## config.mk

```make
export PLATFORM = sky130hd
export DESIGN_NAME = fetch_stage
export DESIGN_NICKNAME = d
export VERILOG_FILES = /design/src/rtl/fetch_stage_pkg.sv /design/src/rtl/ifid_reg.sv /design/src/rtl/fetch_stage.sv
export SDC_FILE = /design/constraint.sdc
export NUM_CORES = 1
export LEC_CHECK = 0
export CORE_ASPECT_RATIO = 1.75
export CORE_MARGIN = 2
export CORE_UTILIZATION = 42
export CTS_BUF_LIST = sky130_fd_sc_hd__clkbuf_4 sky130_fd_sc_hd__clkbuf_8
export CTS_CLUSTER_SIZE = 10
export DETAILED_ROUTE_END_ITERATION = 10
export PLACE_DENSITY_LB_ADDON = 0.3
export SYNTH_ARGS = -nofsm -noshare
export SYNTH_HDL_FRONTEND = slang
export SYNTH_SLANG_ARGS = --single-unit
```

## constraint.sdc

```tcl
create_clock -name clk -period 1.7 [get_ports clk]
set_input_delay 0.425 -clock clk [delete_from_list [all_inputs] [get_ports clk]]
set_output_delay 0.425 -clock clk [all_outputs]
set_load 0.01 [all_outputs]
```

## src/rtl/fetch_stage_pkg.sv

```systemverilog
// fetch_stage_pkg
// Shared constants and types for the instruction fetch stage.
//   NOP_INSTR       - bubble encoding loaded into IF/ID when it carries no work
//   OPC_HALT        - opcode that stops sequential fetch
//   OPC_MSB/OPC_LSB - bit positions of the opcode field inside an instruction
//   fetch_state_t   - fetch FSM state encoding
package fetch_stage_pkg;

    localparam logic [15:0] NOP_INSTR = 16'h0000;
    localparam logic [3:0]  OPC_HALT  = 4'hF;
    localparam int          OPC_MSB   = 15;
    localparam int          OPC_LSB   = 12;

    typedef enum logic [0:0] {
        ST_RUN  = 1'b0,
        ST_HALT = 1'b1
    } fetch_state_t;

    function automatic logic [3:0] get_opcode(input logic [15:0] instr);
        return instr[OPC_MSB:OPC_LSB];
    endfunction

endpackage

```

## src/rtl/ifid_reg.sv

```systemverilog
// ifid_reg
// IF/ID pipeline register with clear/load/hold control. Clear wins over load;
// with neither asserted the register holds.
// Ports:
//   clk, rst          - clock, asynchronous active-low reset
//   load              - capture instr_d / pc_plus2_d as a valid instruction
//   clear             - replace contents with a bubble (NOP, pc_plus2 0, invalid)
//   instr_d           - instruction word to capture
//   pc_plus2_d        - sequential PC of the captured instruction
//   instr, pc_plus2   - registered IF/ID contents
//   valid             - IF/ID holds a real instruction
module ifid_reg
    import fetch_stage_pkg::*;
(
    input  logic        clk,
    input  logic        rst,
    input  logic        load,
    input  logic        clear,
    input  logic [15:0] instr_d,
    input  logic [15:0] pc_plus2_d,
    output logic [15:0] instr,
    output logic [15:0] pc_plus2,
    output logic        valid
);

    always_ff @(posedge clk or negedge rst) begin
        if (!rst) begin
            instr    <= NOP_INSTR;
            pc_plus2 <= 16'h0000;
            valid    <= 1'b0;
        end else if (clear) begin
            instr    <= NOP_INSTR;
            pc_plus2 <= 16'h0000;
            valid    <= 1'b0;
        end else if (load) begin
            instr    <= instr_d;
            pc_plus2 <= pc_plus2_d;
            valid    <= 1'b1;
        end
    end

endmodule

```

## src/rtl/fetch_stage.sv

```systemverilog
// fetch_stage
// Instruction fetch: owns the PC, drives the instruction memory address,
// fills the IF/ID register and stops on a HALT instruction.
// Ports:
//   clk, rst       - clock, asynchronous active-low reset
//   stall_i        - hold PC and IF/ID
//   flush_i        - replace the instruction being latched with a bubble
//   redirect_i     - taken branch/jump; redirect_pc is the target
//   imem_addr      - instruction memory address (the PC)
//   imem_data      - instruction word read combinationally at imem_addr
//   ifid_instr     - IF/ID instruction
//   ifid_pc_plus2  - IF/ID sequential PC of that instruction
//   ifid_valid     - IF/ID holds a real instruction
//   halted         - fetch stopped on HALT
//   fetch_count    - valid instructions latched, saturating
//
// state   | meaning
// --------+-----------------------------------------------------------
// ST_RUN  | sequential fetch, PC advances each unstalled cycle
// ST_HALT | HALT latched; PC frozen, IF/ID fed bubbles until redirect
module fetch_stage
    import fetch_stage_pkg::*;
#(
    parameter logic [15:0] RESET_PC = 16'h0000,
    parameter int          PC_STEP  = 2
)
(
    input  logic        clk,
    input  logic        rst,
    input  logic        stall_i,
    input  logic        flush_i,
    input  logic        redirect_i,
    input  logic [15:0] redirect_pc,
    output logic [15:0] imem_addr,
    input  logic [15:0] imem_data,
    output logic [15:0] ifid_instr,
    output logic [15:0] ifid_pc_plus2,
    output logic        ifid_valid,
    output logic        halted,
    output logic [15:0] fetch_count
);

    localparam logic [15:0] STEP16 = 16'(PC_STEP);

    logic [15:0]  pc;
    fetch_state_t state;
    logic [15:0]  pc_seq;
    logic [15:0]  redirect_target;
    logic         normal_fetch;
    logic         ifid_clear;

    assign imem_addr       = pc;
    assign pc_seq          = pc + STEP16;
    // Targets are forced halfword aligned.
    assign redirect_target = redirect_pc & 16'hFFFE;

    assign normal_fetch = !redirect_i && !flush_i && !stall_i && (state == ST_RUN);
    // A stall alone holds IF/ID; in HALT the bubble is reloaded every unstalled cycle.
    assign ifid_clear   = redirect_i || flush_i || (!stall_i && (state == ST_HALT));

    always_ff @(posedge clk or negedge rst) begin
        if (!rst) begin
            pc          <= RESET_PC;
            state       <= ST_RUN;
            halted      <= 1'b0;
            fetch_count <= 16'h0000;
        end else if (redirect_i) begin
            pc     <= redirect_target;
            state  <= ST_RUN;
            halted <= 1'b0;
        end else if (normal_fetch) begin
            pc <= pc_seq;
            if (fetch_count != 16'hFFFF) begin
                fetch_count <= fetch_count + 16'h0001;
            end
            if (get_opcode(imem_data) == OPC_HALT) begin
                state  <= ST_HALT;
                halted <= 1'b1;
            end
        end
    end

    ifid_reg u_ifid_reg (
        .clk        (clk),
        .rst        (rst),
        .load       (normal_fetch),
        .clear      (ifid_clear),
        .instr_d    (imem_data),
        .pc_plus2_d (pc_seq),
        .instr      (ifid_instr),
        .pc_plus2   (ifid_pc_plus2),
        .valid      (ifid_valid)
    );

endmodule
```

---- Word-level counts from Yosys, hierarchy flattened ----
Cells that the tools add are included.
operators by class
  add/sub/neg operators ................... 2
  equal/unequal tests ..................... 2
  muxes and demuxes ....................... 10
  bitwise logic cells ..................... 2
  reduce and logical (&&, ||, !) cells .... 14
operators with widths
  kind                                           number
  two-way mux 16 bit                             5
  adder 16 x 1 -> 16 bit, second input constant  1
  adder 16 x 2 -> 16 bit, second input constant  1
  inequality test 16 bit, second input constant  1
  nonzero test 2 bit                             3
  two-way mux 1 bit                              5
  == test 4 bit, second input constant           1
  logical AND 1 bit                              4
  zero test 1 bit                                3
  AND reduction 3 bit                            1
  logical OR 1 bit                               2
  inverter 1 bit                                 2
  AND reduction 2 bit                            1
storage, ports and cells
  register bits ........................... 66
  input bits .............................. 37
  output and inout bits ................... 66
  logic and storage cells ................. 36

---- Logic depth before layout (Yosys ltp) ----
Gate-level depths: netlist of the first run.
  depth after elaboration ................. 6
  mapped depth ............................ 6
  gate-level depth less buffers ........... 5

---- Modules after synthesis ----
A second synthesis of the first run with hierarchy kept.
unflattened totals
  cells, all modules ...................... 302
  area total of the unflattened synthesis .. 3165.5 um^2
by module, submodules not included
  module       instances  cells each  area each (um^2)  seq. area each (um^2)
  fetch_stage  1          195         1803.0            800.8
  ifid_reg     1          107         1362.6            825.8

---- Worst setup path after synthesis of the first run ----
Ideal clock, no wire load.
  path type ............................... reg-to-reg
  start point ............................. register fetch_count[0]
  end point ............................... register fetch_count[1]
  library setup time ...................... 0.125 ns
  data arrival time ....................... 1.756 ns
  required time ........................... 1.575 ns
  setup slack ............................. -0.181 ns
  stages on the path, launching flop included .. 6
  path buffers ............................ 0
  cell sequence ........................... dfrtp_1 -> ha_1 -> nand4_1 -> nor4_4 -> nor2_2 -> mux2_4
between the ends
  word-level cells in the longest chain between the ends .. 2
ends and longest elaborated chain
  element                                                         line               text
  from (decl)                                                     fetch_stage.sv:40  output logic [15:0] fetch_count
  from (signal assigned)                                          fetch_stage.sv:74  fetch_count <= fetch_count + 16'h0001;
  branches (longest 2 deep; another with adder 16 x 1 -> 16 bit)  -
Several ways; the timed one is not identified.
A chain may end at the register's enable or synchronous reset.

---- Worst setup path in the final report of the first run ----
  start point ............................. register state
  end point ............................... register fetch_count[7]
between the ends
  word-level cells in the longest chain between the ends .. 3
ends and longest elaborated chain
  element                        line               text
  from (decl)                    fetch_stage.sv:46  fetch_state_t state;
  from (signal assigned)         fetch_stage.sv:64  state <= ST_RUN;
  from (signal assigned)         fetch_stage.sv:69  state <= ST_RUN;
  from (signal assigned)         fetch_stage.sv:77  state <= ST_HALT;
  inverter 1 bit                 fetch_stage.sv:57  assign normal_fetch = !redirect_i && !flush_i && !stall_i && (state == ST_RUN);
  logical AND 1 bit              fetch_stage.sv:57
  AND reduction 3 bit (no line)  -
Every way passes these cells.

==> results of run 1 <==
worst min-delay path, cell delays in order (launching register included):
cell and delay [ns]:
dfrtp_1 0.34, nand2_1 0.05, o21ai_0 0.06
synth_stat cells (2+ instances only):
cell type,number,area [µm²]
dfrtp_1,64,1600
nand2_1,45,169
o21ai_0,25,125
xnor2_1,23,201
a22o_1,17,149
nor3_1,16,80.1
xor2_1,16,140
clkbuf_1,9,33.8
nor4_1,9,56.3
nand3_1,8,40.0
nor2_1,8,30.0
nand4_1,5,31.3
buf_2,4,20.0
and4_1,2,17.5
buf_4,2,15.0
clkbuf_2,2,10.0
ha_1,2,25.0
inv_1,2,7.51
mux2_2,2,22.5
nor3b_1,2,15.0
nor4b_1,2,17.5
o221ai_1,2,17.5
or4_1,2,15.0
routing by layer:
layer,up-vias,wire length [µm],GRT usage [%]
met4,0,218,11.3
met1,1394,3410,26.2
met5,-,0,0
met3,21,337,4.56
met2,84,5000,39.8
li1,1322,-,-
final timing paths:
| path | from | endpoint | slack (ns) |
|---|---|---|---|
| setup / recovery | state$_DFFE_PN0P_ | fetch_count[7]$_DFFE_PN0P_ | -0.03 |
| hold / removal | u_ifid_reg.pc_plus2[3]$_DFFE_PN0P_ | u_ifid_reg.pc_plus2[3]$_DFFE_PN0P_ | 0.48 |
| setup reg to reg | state$_DFFE_PN0P_ | fetch_count[7]$_DFFE_PN0P_ | -0.03 |
| hold reg to reg | u_ifid_reg.pc_plus2[3]$_DFFE_PN0P_ | u_ifid_reg.pc_plus2[3]$_DFFE_PN0P_ | 0.48 |
| max in group asynchronous | rst | fetch_count[2]$_DFFE_PN0P_ | 0.69 |
| min in group asynchronous | rst | fetch_count[8]$_DFFE_PN0P_ | 0.50 |
flip-flops by register name (all words and copies together), names as in the netlist:
name and cells:
state 1, imem_addr 15, u_ifid_reg.pc_plus2 15, fetch_count 16, u_ifid_reg.instr 16, u_ifid_reg.valid 1
cells by family after synthesis:
kind of cell	count (synthesis)	share of synthesized area, %
other cells	1	0.125
xor+xnor	39	11.4
simple gates	109	19.2
flops	64	53.4
fa+ha+maj	2	0.835
mux	3	1.25
buf+inv	20	3.26
compound gates	47	10.5
timing repair:
action | in CTS | in global routing
buffers inserted | 18 | 5
gates resized for setup | 50 | 67
endpoints found under the setup margin | 59 | 65
hold endpoints to repair | 9 | 0
cloned | 1 | 1
hold buffers | 1 | 0
pin swaps | 7 | 15
stage by stage:
step	hold slack, ns	total power, µW	utilization [%]	setup slack, ns
floorplan	0.129	2130	-	-0.115
global placement	0.337	2680	63.0	-0.488
detailed placement	0.339	2710	63.0	-0.596
CTS	0.484	4130	69.1	-0.0180
global route	0.507	4350	72.8	-0.0902
finish	0.481	4160	72.8	-0.0323
final cells by class:
type	instances	share of cell area, %
Clock inverter	3	0.797
Inverter	2	0.149
Timing Repair Buffer	165	31.7
Tap cell	84	2.09
Multi-Input combinational cell	202	29.9
Sequential cell	64	32.0
Clock buffer	13	3.31
power breakdown:
part	internal, µW	switching, µW
clock	786	584
combinational	563	492
sequential	1650	81.0
==> parameters.txt, run 1 <==
Parameter                              Value

Run status
  Outcome    finished, violations left
  Violated checks    negative setup slack

Detailed routing
  Drt total wl    between 8000 and 9000 µm
  DRC violations left    0
  Final antenna-violating net count    0
  First-pass detailed-route iteration total    4
  Vias after detailed routing    about 2800
  Vias per std cell    ~5.3
  Number of design-rule violations left by the first detailed-router iteration    between 150 and 200
  Final routed wire length divided by cell count    roughly 17 µm

Floorplanning
  Number of core rows    40
  Boundary pin count    about 100
  Starting Density    43.4%
  Width of the chip    67.9 µm
  Overall die height    116 µm
  Area enclosed by the die boundary    7860 µm²
  Area of the core    approximately 7000 µm²

Synthesis
  Seq/Total Area, Yosys    53.4%
  Most used DFF post-synth    dfrtp_1
  Synthesized area per cell    10.5 µm²
  Number of distinct library cell variants in the gate-level netlist after synthesis    39
  Warnings from Yosys    0
  Share of flip-flops with an asynchronous set or reset    between 90% and 100%
  Number of flops mapped to enable cells by yosys    0
  Post-Syn Area    3000 µm²
  Number of synthesized register bits    64
  Synth Instances    about 290

Placement
  Port Buffer Count    approximately 100
  Cell area after placement    4350 µm²
  Routability congestion estimate from global placement    0.781
  Placed Cells incl. Taps    around 490
  Detail Placement HPWL    roughly 5800 µm

Clocking
  Maximum clock path buffer count    2
  Worst-skew pair later-pin latency    approximately 0.34 ns
  Num CTS Buffers    9
  Clock slew at reported path FFs    0.07 ns
  CTS root buffer    clkbuf_8
  TritonCTS clock tree    built
  Number of clock sinks    between 60 and 70
  H-Tree Level Count    3

Global routing
  Initial antenna violation count    0
  Vias in the first global route    2797
  Wire length of the first global-routing pass    about 13000 µm
  Total global routing overflow    0
  Global-route usage over all layers    between 20% and 30%
  Maximum number of pins on one net before global-route repair    33

Cells and area
  Register Area    1610 µm²
  Final design instance area without fill    around 5000 µm²
  Fraction of layout instances using a drive strength above 1    between 20 and 30%
  Final cell count without fillers    around 530
  Layout net count    483
  Layout Area Growth over Synthesis    67.6%
  Area of the multi-input gates    about 1500 µm²
  Antenna Cells    0
  Leading cell types in the layout, fill and taps excluded    dfrtp_1, buf_4, nand2_1
  Fill cell total of the finished layout    497
  Most common library cell in the layout ignoring fill and taps    dfrtp_1

Timing
  Fin. max-slew vios    0
  Largest clock skew in the final design    between 0.004 and 0.005 ns
  Min cycle time layout    around 1.7 ns
  Achievable Freq    577 MHz
  Unrepaired setup endpoints after global routing    yes
  Final worst slack    -0.0323 ns
  Final setup violation count    4
  Final period utilization    102%
  Final Hold Vio Count    0
  Post-Route Setup TNS    -0.0629 ns

Power
  Largest voltage drop on the vdd net    0.000550 V
  Power density relative to cell area    between 800 and 900 nW/µm²
  Leakage power total    between 0.002 and 0.003 µW

Hold path
  Worst hold path cell count    2
  Hold Path Class    reg2reg

Critical path
  Largest incremental delay on the critical path    ~0.5 ns
  Cells along the critical path    buf_6, or4_4, buf_8, nor4_4, xor2_1
  Worst R2R Path Depth    5
  Type of the setup path with the least slack    reg2reg
  Slowest stage cell on the critical path    or4_4
  Maximum fanout along the worst path    6
  Data required, critical path    roughly 2.0 ns
  Cell depth of the worst setup path    5
  Crit path capture type    register
  Crit start category    register
  Bufs and invs on worst path    2
  Endpoint arrival time on the critical path    around 2 ns
  Cell family with the largest share of critical-path delay    simple AND/OR/NAND/NOR gates

Flow run
  Number of violations of the max-capacitance limit    0
Power figures use the tool's default switching activity.
==> run 2: changes to the inputs <==
- SKIP_CTS_REPAIR_TIMING: unset -> 1
==> parameters.txt, run 2 (synthesized netlist as in run 1, its figures left out) <==
Parameter                              Value

Run status
  Outcome    finished, violations left (unchanged)
  Violated checks    negative setup slack (unchanged)

Timing
  Final Hold Vio Count    0 (unchanged)
  Post-Route Setup TNS    -0.116 ns (was -0.0629 ns)
  Min cycle time layout    1.78 ns (was 1.73 ns)
  Largest clock skew in the final design    0.00620 ns (was 0.00438 ns)
  Final worst slack    -0.0836 ns (was -0.0323 ns)
  Final period utilization    105% (was 102%)
  Achievable Freq    561 MHz (was 577 MHz)
  Final setup violation count    3 (was 4)
  Fin. max-slew vios    0 (unchanged)
  Worst hold slack after final layout    0.486 ns (was 0.481 ns)
  Unrepaired setup endpoints after global routing    yes (unchanged)

Critical path
  Bufs and invs on worst path    1 (was 2)
  Startpoint of the most critical setup path    fetch_count[1]$_DFFE_PN0P_ (was state$_DFFE_PN0P_)
  Data required, critical path    1.94 ns (was 1.95 ns)
  Slowest stage cell on the critical path    nor4_4 (was or4_4)
  Largest incremental delay on the critical path    0.37 ns (was 0.51 ns)
  Reg2reg start    fetch_count[1]$_DFFE_PN0P_ (was state$_DFFE_PN0P_)
  Cell family with the largest share of critical-path delay    simple AND/OR/NAND/NOR gates (unchanged)
  Crit path capture type    register (unchanged)
  Cells along the critical path    ha_2, nand4_1, nor4_4, buf_6, nor2_4, mux2_4 (was buf_6, or4_4, buf_8, nor4_4, xor2_1)
  Crit start category    register (unchanged)
  Endpoint arrival time on the critical path    2.02 ns (was 1.98 ns)
  Maximum fanout along the worst path    5 (was 6)
  Type of the setup path with the least slack    reg2reg (unchanged)

Floorplanning
  Width of the chip    67.9 µm (unchanged)
  Area of the core    6910 µm² (unchanged)
  Starting Density    43.4% (unchanged)
  Boundary pin count    103 (unchanged)
  Area enclosed by the die boundary    7860 µm² (unchanged)
  Overall die height    116 µm (unchanged)
  Number of core rows    40 (unchanged)

Detailed routing
  Vias after detailed routing    2749 (was 2821)
  First-pass detailed-route iteration total    4 (unchanged)
  Vias per std cell    5.30 (was 5.29)
  Number of design-rule violations left by the first detailed-router iteration    183 (was 176)
  Final routed wire length divided by cell count    16.6 µm (was 16.8 µm)
  Final antenna-violating net count    0 (unchanged)
  Drt total wl    8630 µm (was 8960 µm)
  DRC violations left    0 (unchanged)

Global routing
  Initial antenna violation count    0 (unchanged)
  Total global routing overflow    0 (unchanged)
  Global-route usage over all layers    21.6% (was 22.9%)
  Vias in the first global route    2661 (was 2797)
  Wire length of the first global-routing pass    12600 µm (was 13300 µm)
  Maximum number of pins on one net before global-route repair    33 (unchanged)

Hold path
  Hold Path Class    reg2reg (unchanged)
  Beginning of the worst hold path    fetch_count[15]$_DFFE_PN0P_ (was u_ifid_reg.pc_plus2[3]$_DFFE_PN0P_)

Clocking
  CTS root buffer    clkbuf_8 (unchanged)
  Number of clock sinks    64 (unchanged)
  Worst-skew pair later-pin latency    0.34 ns (about the same)
  H-Tree Level Count    3 (unchanged)
  Maximum clock path buffer count    2 (unchanged)
  Clock slew at reported path FFs    0.07 ns (about the same)
  Num CTS Buffers    9 (unchanged)
  TritonCTS clock tree    built (unchanged)

Flow run
  Number of violations of the max-capacitance limit    0 (unchanged)

Placement
  Detail Placement HPWL    5840 µm (unchanged)
  Routability congestion estimate from global placement    0.781 (unchanged)
  Port Buffer Count    99 (unchanged)

Power
  Power density relative to cell area    820 nW/µm² (was 827 nW/µm²)
  Relative contribution of combinational cells to total power    23.5% (was 25.4%)
  Internal power component    2970 µW (was 3000 µW)
  Proportion of power drawn by the clock network    33.6% (was 33.0%)
  Leakage power total    0.00291 µW (was 0.00271 µW)
  Largest voltage drop on the vdd net    0.000553 V (was 0.000550 V)
  P_sw    1120 µW (was 1160 µW)
  Switching share of power    27.4% (was 27.8%)
  Portion of total power attributed to sequential cells    42.9% (was 41.7%)

Cells and area
  Largest regs    fetch_count: 16 flops, u_ifid_reg.instr: 16 flops (unchanged)
  Layout net count    469 (was 483)
  Layout Area Growth over Synthesis    66.4% (was 67.6%)
  Fraction of layout instances using a drive strength above 1    24.6% (was 27.6%)
  Leading cell types in the layout, fill and taps excluded    dfrtp_1, dlymetal6s2s_1, nand2_1 (was dfrtp_1, buf_4, nand2_1)
  Antenna Cells    0 (unchanged)
## run 2: changes by cell type in the layout (fill, tap and decap cells not counted), sizes merged
cell          delta
dlymetal6s2s    +26
dlygate4sd2     -25
buf             -14
clkbuf           -1
## run 2: cell type report
cell class | instances | area [µm²]
clock buffers | 13 | 166
clock inverters | 3 | 40.0
fillers | 499 | 1920
inverters | 2 | 7.51
multi-input cells | 202 | 1470
flip-flops and latches | 64 | 1610
well taps | 84 | 105
repair buffers | 151 | 1590
## run 2: worst reg2reg max path, cell delays in order (launching register included)
cell and delay [ns]:
dfrtp_1 0.36, ha_2 0.21, nand4_1 0.21, nor4_4 0.37
buf_6 0.20, nor2_4 0.05, mux2_4 0.29
## run 2: final timing paths
path | end | slack (ns) | cells after the start
max | fetch_count[1]$_DFFE_PN0P_ | -0.08 | 6
min | fetch_count[15]$_DFFE_PN0P_ | 0.49 | 1
max reg2reg | fetch_count[1]$_DFFE_PN0P_ | -0.08 | 6
min reg2reg | fetch_count[15]$_DFFE_PN0P_ | 0.49 | 1
max in group asynchronous | fetch_count[2]$_DFFE_PN0P_ | 0.69 | 3
min in group asynchronous | fetch_count[8]$_DFFE_PN0P_ | 0.50 | 2
## run 2: metrics by stage
| stage | worst slack (ns) | instance area (µm²) | std cells | power [µW] | utilization (%) |
|---|---|---|---|---|---|
| floorplan | -0.115 | 3000 | 286 | 2130 | - |
| global placement | -0.488 | 4350 | 491 | 2680 | 63.0 |
| detailed placement | -0.596 | 4350 | 491 | 2710 | 63.0 |
| CTS | -0.235 | 4560 | 507 | 4070 | 66.0 |
| global route | -0.157 | 4990 | 519 | 4280 | 72.2 |
| finish | -0.0836 | 4990 | 519 | 4090 | 72.2 |
## run 2: power by group through the flow
stage / clock, µW / sequential, µW / combinational, µW
after floorplan: 0 / 1870 / 265
after global placement: 0 / 1790 / 892
after detailed placement: 0 / 1800 / 910
after CTS: 1390 / 1770 / 913
after global routing: 1460 / 1780 / 1050
final: 1380 / 1760 / 960
## run 2: routing by layer
layer | share of wire (%) | wire length (µm) | track usage [%] | up-vias
met5 | 0 | 0 | 0 | -
met2 | 56 | 4830 | 36.1 | 85
met4 | 2.4 | 207 | 11.7 | 0
li1 | - | - | - | 1292
met3 | 4.4 | 377 | 4.56 | 18
met1 | 37 | 3220 | 25.4 | 1354
